<file path="config.mk">
export PLATFORM = sky130hd
export DESIGN_NAME = hazard_ctrl_unit
export DESIGN_NICKNAME = d
export VERILOG_FILES = /design/src/rtl/hazard_ctrl_unit.sv
export SDC_FILE = /design/constraint.sdc
export NUM_CORES = 1
export LEC_CHECK = 0
export CAP_MARGIN = 40
export CORE_MARGIN = 5
export CORE_UTILIZATION = 35
export CTS_CLUSTER_DIAMETER = 40
export CTS_CLUSTER_SIZE = 30
export DETAILED_ROUTE_END_ITERATION = 8
export PLACE_DENSITY = 0.65
export SKIP_CTS_REPAIR_TIMING = 1
export SLEW_MARGIN = 10
export SYNTH_ARGS = -nofsm -noshare
export SYNTH_HDL_FRONTEND = slang
export SYNTH_SLANG_ARGS = --single-unit
</file>
<file path="constraint.sdc">
create_clock -name clock -period 2.1 [get_ports clock]
set_input_delay 0.42 -clock clock [delete_from_list [all_inputs] [get_ports clock]]
set_output_delay 0.42 -clock clock [all_outputs]
set_load 0.05 [all_outputs]
</file>
<file path="src/rtl/hazard_ctrl_unit.sv">
`timescale 1ns/1ps
// Pipeline hazard controller: nearest-first RAW forwarding, load-use and branch
// handling, multi-cycle execute stall FSM and saturating stall/flush counters.
module hazard_ctrl_unit #(
    parameter int ADDRESSWIDTH = 4,
    parameter int FWDSTAGES    = 2,
    parameter int MCYCLES      = 4,
    parameter int ZEROREG      = 0,
    parameter int CNTWIDTH     = 16,
    localparam int SELWIDTH    = $clog2(FWDSTAGES + 1)
) (
    input  logic                              clock,
    input  logic                              reset,
    input  logic [ADDRESSWIDTH-1:0]           reg1AddressD,
    input  logic [ADDRESSWIDTH-1:0]           reg2AddressD,
    input  logic [ADDRESSWIDTH-1:0]           reg1AddressE,
    input  logic [ADDRESSWIDTH-1:0]           reg2AddressE,
    input  logic [ADDRESSWIDTH-1:0]           regDestinationAddressE,
    input  logic                              writeEnableE,
    input  logic                              resultSelectorWBE,
    input  logic                              takeBranchE,
    input  logic                              multiCycleE,
    input  logic [FWDSTAGES*ADDRESSWIDTH-1:0] destAddrFwd,
    input  logic [FWDSTAGES-1:0]              writeEnableFwd,
    output logic [SELWIDTH-1:0]               data1ForwardSelectorE,
    output logic [SELWIDTH-1:0]               data2ForwardSelectorE,
    output logic                              stallF,
    output logic                              stallD,
    output logic                              stallE,
    output logic                              flushD,
    output logic                              flushE,
    output logic                              flushM,
    output logic                              execBusy,
    output logic [CNTWIDTH-1:0]               stallCount,
    output logic [CNTWIDTH-1:0]               flushCount
);

    typedef enum logic {
        RUN    = 1'b0,
        EXBUSY = 1'b1
    } stateT;

    stateT               r_state;
    stateT               w_stateNext;
    logic [7:0]          r_cnt;
    logic [7:0]          w_cntNext;
    logic                r_done;
    logic                w_doneNext;
    logic [CNTWIDTH-1:0] r_stallCount;
    logic [CNTWIDTH-1:0] r_flushCount;
    logic                w_loadUse;
    logic                w_enterBusy;
    logic                w_branchFlush;
    logic [SELWIDTH-1:0] w_sel1;
    logic [SELWIDTH-1:0] w_sel2;

    // Address 0 never matches when it is the hardwired zero register.
    function automatic logic addrMatch(input logic [ADDRESSWIDTH-1:0] a,
                                       input logic [ADDRESSWIDTH-1:0] b);
        return (a == b) && !((ZEROREG != 0) && (a == '0));
    endfunction

    // Scan from the farthest stage inward so the nearest match overwrites.
    function automatic logic [SELWIDTH-1:0] fwdSelect(
        input logic [ADDRESSWIDTH-1:0]           src,
        input logic [FWDSTAGES*ADDRESSWIDTH-1:0] dest,
        input logic [FWDSTAGES-1:0]              we
    );
        logic [SELWIDTH-1:0] sel;
        sel = '0;
        for (int k = FWDSTAGES; k >= 1; k--) begin
            if (we[k-1] && addrMatch(dest[(k-1)*ADDRESSWIDTH +: ADDRESSWIDTH], src)) begin
                sel = SELWIDTH'(k);
            end
        end
        return sel;
    endfunction

    assign w_sel1 = fwdSelect(reg1AddressE, destAddrFwd, writeEnableFwd);
    assign w_sel2 = fwdSelect(reg2AddressE, destAddrFwd, writeEnableFwd);

    assign w_loadUse = resultSelectorWBE && writeEnableE &&
                       (addrMatch(regDestinationAddressE, reg1AddressD) ||
                        addrMatch(regDestinationAddressE, reg2AddressD));
    assign w_branchFlush = (r_state == RUN) && takeBranchE;
    assign w_enterBusy   = (r_state == RUN) && multiCycleE && !takeBranchE && !r_done;

    always_ff @(posedge clock or negedge reset) begin
        if (!reset) begin
            r_state <= RUN;
            r_cnt   <= '0;
            r_done  <= 1'b0;
        end else begin
            r_state <= w_stateNext;
            r_cnt   <= w_cntNext;
            r_done  <= w_doneNext;
        end
    end

    // done lives for exactly the one RUN cycle after EXBUSY, blocking re-entry.
    always_comb begin
        w_stateNext = r_state;
        w_cntNext   = r_cnt;
        w_doneNext  = r_done;
        case (r_state)
            RUN: begin
                w_doneNext = 1'b0;
                if (w_enterBusy) begin
                    w_stateNext = EXBUSY;
                    w_cntNext   = 8'(MCYCLES - 2);
                end
            end
            EXBUSY: begin
                if (r_cnt == 8'd0) begin
                    w_stateNext = RUN;
                    w_doneNext  = 1'b1;
                end else begin
                    w_cntNext = r_cnt - 8'd1;
                end
            end
        endcase
    end

    always_comb begin
        stallF                = 1'b0;
        stallD                = 1'b0;
        stallE                = 1'b0;
        flushD                = 1'b0;
        flushE                = 1'b0;
        flushM                = 1'b0;
        execBusy              = (r_state == EXBUSY);
        data1ForwardSelectorE = w_sel1;
        data2ForwardSelectorE = w_sel2;
        if (!reset) begin
            flushD                = 1'b1;
            flushE                = 1'b1;
            flushM                = 1'b1;
            execBusy              = 1'b0;
            data1ForwardSelectorE = '0;
            data2ForwardSelectorE = '0;
        end else if (r_state == EXBUSY) begin
            stallF = 1'b1;
            stallD = 1'b1;
            stallE = 1'b1;
            flushM = 1'b1;
        end else if (takeBranchE) begin
            flushD = 1'b1;
            flushE = 1'b1;
        end else if (w_loadUse && !w_enterBusy) begin
            stallF = 1'b1;
            stallD = 1'b1;
            flushE = 1'b1;
        end
    end

    always_ff @(posedge clock or negedge reset) begin
        if (!reset) begin
            r_stallCount <= '0;
            r_flushCount <= '0;
        end else begin
            if (stallF && (r_stallCount != '1)) begin
                r_stallCount <= r_stallCount + 1'b1;
            end
            if (w_branchFlush && (r_flushCount != '1)) begin
                r_flushCount <= r_flushCount + 1'b1;
            end
        end
    end

    assign stallCount = r_stallCount;
    assign flushCount = r_flushCount;

endmodule
</file>
Word level (Yosys, flattened, before mapping)
Cells that the tools add are included.
{"block": "op_classes", "add_sub_neg": 3, "mux": 28, "n_eq_ne": 11, "n_bitwise": 1, "reduce_logical": 19}
{"op": "$add A16 B1 Y16 const B", "n": 2}
{"op": "$ne A16 B16 Y1 const B", "n": 2}
{"op": "$eq A4 B4 Y1", "n": 6}
{"op": "$mux W1", "n": 17}
{"op": "$mux W8", "n": 2}
{"op": "$pmux W8 S2", "n": 1}
{"op": "$logic_and A1 B1 Y1", "n": 13}
{"op": "$mux W2", "n": 6}
{"op": "$logic_not A8 Y1", "n": 1}
{"op": "$sub A8 B1 Y8 const B", "n": 1}
{"op": "$ne A2 B2 Y1 const B", "n": 2}
{"op": "$pmux W1 S2", "n": 2}
{"op": "$logic_not A1 Y1", "n": 3}
{"op": "$ne A2 B1 Y1 const B", "n": 1}
{"op": "$reduce_and A2 Y1", "n": 1}
{"op": "$logic_or A1 B1 Y1", "n": 1}
{"op": "$not A1 Y1", "n": 1}
{"block": "totals", "register_bits": 42, "elab_cells": 67, "output_inout_bits": 43}

Depth between registers and ports, before layout
{"block": "logic_depth", "depth_word": 11, "mapped_depth": 9}

Worst setup path after synthesis
OpenSTA, ideal clock, no wires.
{"block": "synth_path", "kind": "input to output", "startpoint": "input port reg1AddressD[1]", "endpoint": "output port stallF", "required_time_ps": 1680, "cell_stages": 5, "n_path_buf": 1, "setup_slack_ps": -585, "t_arrival_ps": 2265, "path_cell_list": "xor2_1 nor4_1 o2111ai_1 a21oi_1 buf_4"}
{"block": "synth_between", "elab_chain_len": 8}
{"element": "start: declaration", "line": "14", "text": "input logic [ADDRESSWIDTH-1:0] reg1AddressD,"}
{"element": "$eq A4 B4 Y1", "line": "60", "text": "return (a == b) && !((ZEROREG != 0) && (a == '0));"}
{"element": "$logic_or A1 B1 Y1", "line": "83", "text": "(addrMatch(regDestinationAddressE, reg1AddressD) ||"}
{"element": "$logic_and A1 B1 Y1", "line": "82", "text": "assign w_loadUse = resultSelectorWBE && writeEnableE &&"}
{"element": "$logic_and A1 B1 Y1", "line": "149", "text": "end else if (w_loadUse && !w_enterBusy) begin"}
{"element": "$mux W1 (4 in series)"}
{"element": "end: declaration", "line": "27", "text": "output logic stallF,"}
No other way between the ends.

Final worst setup path
{"block": "layout_path", "startpoint": "register r_cnt[6]", "endpoint": "register r_cnt[5]"}
{"block": "layout_between", "elab_chain_len": 3}
{"element": "start: declaration", "line": "45", "text": "logic [7:0] r_cnt;"}
{"element": "start signal: assignment", "line": "95", "text": "r_cnt <= w_cntNext;"}
{"element": "$logic_not A8 Y1", "line": "114", "text": "if (r_cnt == 8'd0) begin"}
{"element": "$ne A2 B2 Y1 (no line)"}
{"element": "$reduce_and A2 Y1 (no line)"}
No other way between the ends.
A chain may end at the register's enable or synchronous reset.

==> summary.txt <==
STA
  • Worst clock skew on the final layout: 11.8 ps
  • Max transition margin: 0.651
  • Post-route worst setup slack: -55.2 ps
  • Setup Viol. Count Final: 4
  • Pin slew with the least headroom to its limit: 522 ps
  • Highest achievable clock rate: 0.464 GHz
  • Total Neg Setup Slack: -170 ps
  • Tcrit/Tclk final: 1.03
  • Setup repair after global routing missed its margin: true
  • Max Slew Vio Count: 0
  • Post-layout minimum cycle time: 2160 ps
  • Tightest hold margin: 184 ps
  • Endpoints failing hold: 0

Critical path
  • CP peak stage delay: 570 ps
  • Critical Path End: r_cnt[5]
  • Critical path startpoint: r_cnt[6]
  • R2r worst-path depth: 8
  • CP max stage cell: sky130_fd_sc_hd__or4_4
  • Worst-path cell chain: or4_4 > o41ai_4 > and2_4 > buf_4 > buf_4 > nor4_1 > xnor2_1 > nor2_1
  • Critical path required time: 2280 ps
  • Register-to-register path setup slack: -60 ps
  • Startpoint-to-endpoint class of the critical path: register to register
  • Critical path peak fanout: 4
  • Most repeated library cell on the critical path: sky130_fd_sc_hd__buf_4
  • Kind of end point of the critical path: register
  • Worst reg2reg path endpoint: r_cnt[5]
  • Worst flop-to-flop path startpoint: r_cnt[6]
  • Startpoint types: register
  • Arrival time reported for the critical path endpoint: 2330 ps

Global route
  • Number of antenna violations at the first check in global routing: 0
  • Global Route Usage Sum: 0.142
  • First-pass GRT wire length: 9.79 mm
  • Pin count of the biggest net entering global routing: 17
  • GRT overflow: 0
  • Number of global-route vias before repair: 2064

Final layout
  • Number of nets in the final layout: 389
  • Antenna diode count: 0
  • Final core utilization: 0.606
  • Growth of design area from synthesis to finish: 67.9%
  • Fraction of layout cells with a size suffix above 1: 0.266

Floorplanning
  • Starting Density: 0.361
  • Num ports: 79
  • Area enclosed by the die boundary: 0.00831 mm²
  • Core area: around 0.0064 mm²
  • Horizontal die dimension: roughly 90 µm
  • Row Count: 29
  • Die height: around 91 µm

Yosys
  • Synthesized cell area: roughly 0.0023 mm²
  • Avg Cell Area, Syn: 10.1 µm²
  • YS warnings: 0
  • Mapped Cells: ~230
  • Post-synthesis sequential area ratio: 0.456
  • #FFs+latches synth: 42
  • Net count after synthesis: 269
  • Post-synthesis cell type count: 40

Clock tree
  • Total number of H-tree levels: 2
  • Inserted Clock Buffers: 5
  • Clock transition at path regs: 80 ps
  • Clock sink total: 42
  • Buffer type at the clock tree root: sky130_fd_sc_hd__clkbuf_8
  • Clk_lat worst skew: roughly 300 ps
  • TritonCTS clock tree: done
  • Buffer levels on the longest clock path: 2

Pwr
  • Leakage power figure: 1.87 nW
  • Max VDD drop: 841 µV
  • Seq pwr share: 0.351
  • Share of power burned in the clock network: 0.155
  • Combinational power share: 0.494
  • Total power per unit cell area: 892 mW/mm²
  • Switching Fraction: 0.414
  • Power dissipated by switching net loads: between 0.001 and 0.0015 W
  • Internal power: 0.00202 W

Detailed routing
  • Post-detailed-route via-to-cell ratio: a little under 5
  • Starting DRC count in detailed routing: 49
  • Average wire per cell in the routed design: 14.3 µm
  • Total number of vias: 2056
  • First-pass detailed-route iteration total: 4
  • Wire length reported by the detailed router: about 6 mm
  • Antenna violation net count after detailed routing: 0
  • DRC violations left: 0

Place
  • Placement Setup Slack: -475 ps
  • I/O Buffers: 78
  • Detail Placement HPWL: 4.63 mm
  • GPL Wtd Cong: 0.766

Status
  • Violated checks: setup timing
  • Result of the run: finished with violations

Flow run
  • Max Cap Violations: 0

Worst hold path
  • Class of the tightest hold or removal check: input pin to asynchronous set/reset pin
==> synth_stat cells <==
library cell	number	area share
sky130_fd_sc_hd__inv_6	1	0.0038
sky130_fd_sc_hd__nand2_1	23	0.037
sky130_fd_sc_hd__dfrtp_1	42	0.46
sky130_fd_sc_hd__nor2_1	16	0.026
sky130_fd_sc_hd__o31ai_1	1	0.0033
sky130_fd_sc_hd__and2_4	1	0.0038
sky130_fd_sc_hd__a222oi_1	1	0.0043
sky130_fd_sc_hd__o21bai_1	2	0.0065
sky130_fd_sc_hd__mux2_2	1	0.0049
sky130_fd_sc_hd__inv_1	7	0.011
sky130_fd_sc_hd__and3_1	8	0.022
sky130_fd_sc_hd__nor4b_1	2	0.0076
sky130_fd_sc_hd__a21oi_1	4	0.0087
sky130_fd_sc_hd__nand2_4	1	0.0049
sky130_fd_sc_hd__or4_1	2	0.0065
sky130_fd_sc_hd__a31oi_1	1	0.0027
sky130_fd_sc_hd__a21boi_2	1	0.0049
sky130_fd_sc_hd__o41ai_2	1	0.0071
sky130_fd_sc_hd__o2111ai_1	1	0.0038
sky130_fd_sc_hd__nor2b_1	1	0.0027
sky130_fd_sc_hd__a41oi_1	1	0.0038
sky130_fd_sc_hd__nand4b_1	1	0.0038
sky130_fd_sc_hd__nor4_1	8	0.022
sky130_fd_sc_hd__nand2b_1	1	0.0027
sky130_fd_sc_hd__and2_1	5	0.014
sky130_fd_sc_hd__o22ai_1	1	0.0027
sky130_fd_sc_hd__nand4_1	8	0.022
sky130_fd_sc_hd__xor2_1	22	0.084
sky130_fd_sc_hd__buf_4	3	0.0098
sky130_fd_sc_hd__or2_2	1	0.0027
sky130_fd_sc_hd__or4b_1	1	0.0043
sky130_fd_sc_hd__nand3_1	12	0.026
sky130_fd_sc_hd__or3_1	3	0.0081
sky130_fd_sc_hd__o21ba_2	1	0.0043
sky130_fd_sc_hd__nor3_1	3	0.0065
sky130_fd_sc_hd__a211oi_1	1	0.0033
sky130_fd_sc_hd__xnor2_1	32	0.12
sky130_fd_sc_hd__and4_1	1	0.0038
sky130_fd_sc_hd__ha_1	4	0.022
sky130_fd_sc_hd__o21ai_0	3	0.0065
==> registers in the layout, summed over array words and instances (netlist names) <==
| signal | flops |
|---|---|
| flushCount | 16 |
| stallCount | 16 |
| r_done | 1 |
| r_cnt | 8 |
| r_state | 1 |
==> layout by cell type (no fill, tap or decap), types with 8 or more instances in the layout <==
master	synthesis	final
sky130_fd_sc_hd__buf_4	3	38
sky130_fd_sc_hd__and3_1	8	8
sky130_fd_sc_hd__nand3_1	12	10
sky130_fd_sc_hd__buf_12	0	9
sky130_fd_sc_hd__nand2_1	23	22
sky130_fd_sc_hd__dfrtp_1	42	38
sky130_fd_sc_hd__dlymetal6s2s_1	0	29
sky130_fd_sc_hd__xor2_1	22	20
sky130_fd_sc_hd__clkdlybuf4s50_1	0	35
sky130_fd_sc_hd__xnor2_1	32	31
sky130_fd_sc_hd__nand4_1	8	8
sky130_fd_sc_hd__nor2_1	16	16
==> final cells by class <==
cell class	instances	area (µm²)
Clock inverter	2	12.5
Tap cell	77	96.3
Sequential cell	42	1060
Fill cell	554	2510
Inverter	8	35.0
Multi-Input combinational cell	176	1370
Clock buffer	6	82.6
Timing Repair Buffer	116	1220
==> power groups by stage <==
stage	registers, W	clock network, W	logic, W
detailed placement	0.00122	0	0.00158
global placement	0.00121	0	0.00156
CTS	0.00120	0.000553	0.00159
floorplan	0.00151	0	0.000684
finish	0.00121	0.000536	0.00170
global route	0.00125	0.000594	0.00184
==> layer usage <==
layer	wire, µm	global-route usage
met4	91	0.0501
met3	258	0.0355
met2	2920	0.227
met5	0	0
met1	2830	0.188
==> worst max-delay path: cells and delay by family, from the launching register on <==
family / cells / cell delay, ps
flops: 1 / 390
xor+xnor: 1 / 150
simple gates: 4 / 910
buf+inv: 2 / 210
compound gates: 1 / 370
==> cell families after synthesis <==
logic type               count (synthesis)  synth area share
AO/OA/AOI/OAI                           19            0.0619
buffers and inverters                   11            0.0250
adder cells (fa/ha/maj)                  4            0.0217
multiplexers                             1           0.00488
AND/OR/NAND/NOR                         98             0.226
flip-flops                              42             0.456
XOR/XNOR                                54             0.205
==> worst min path at each step <==
stage                         from             end  slack (ps)
finish                       reset  stallCount[12]         180
global route                 reset        r_cnt[0]         200
detailed placement  stallCount[15]  stallCount[15]         490
CTS                          reset  stallCount[12]         180
global placement    stallCount[15]  stallCount[15]         480
floorplan                    reset   flushCount[0]         120
==> stage by stage <==
| stage | power [W] | instance area [µm²] | cells |
|---|---|---|---|
| global placement | 0.00277 | 3510 | 412 |
| global route | 0.00368 | 3870 | 427 |
| CTS | 0.00334 | 3600 | 420 |
| detailed placement | 0.00280 | 3510 | 412 |
| floorplan | 0.00219 | 2340 | 229 |
| finish | 0.00345 | 3870 | 427 |
Note: power is estimated with default switching activity, not from simulation.
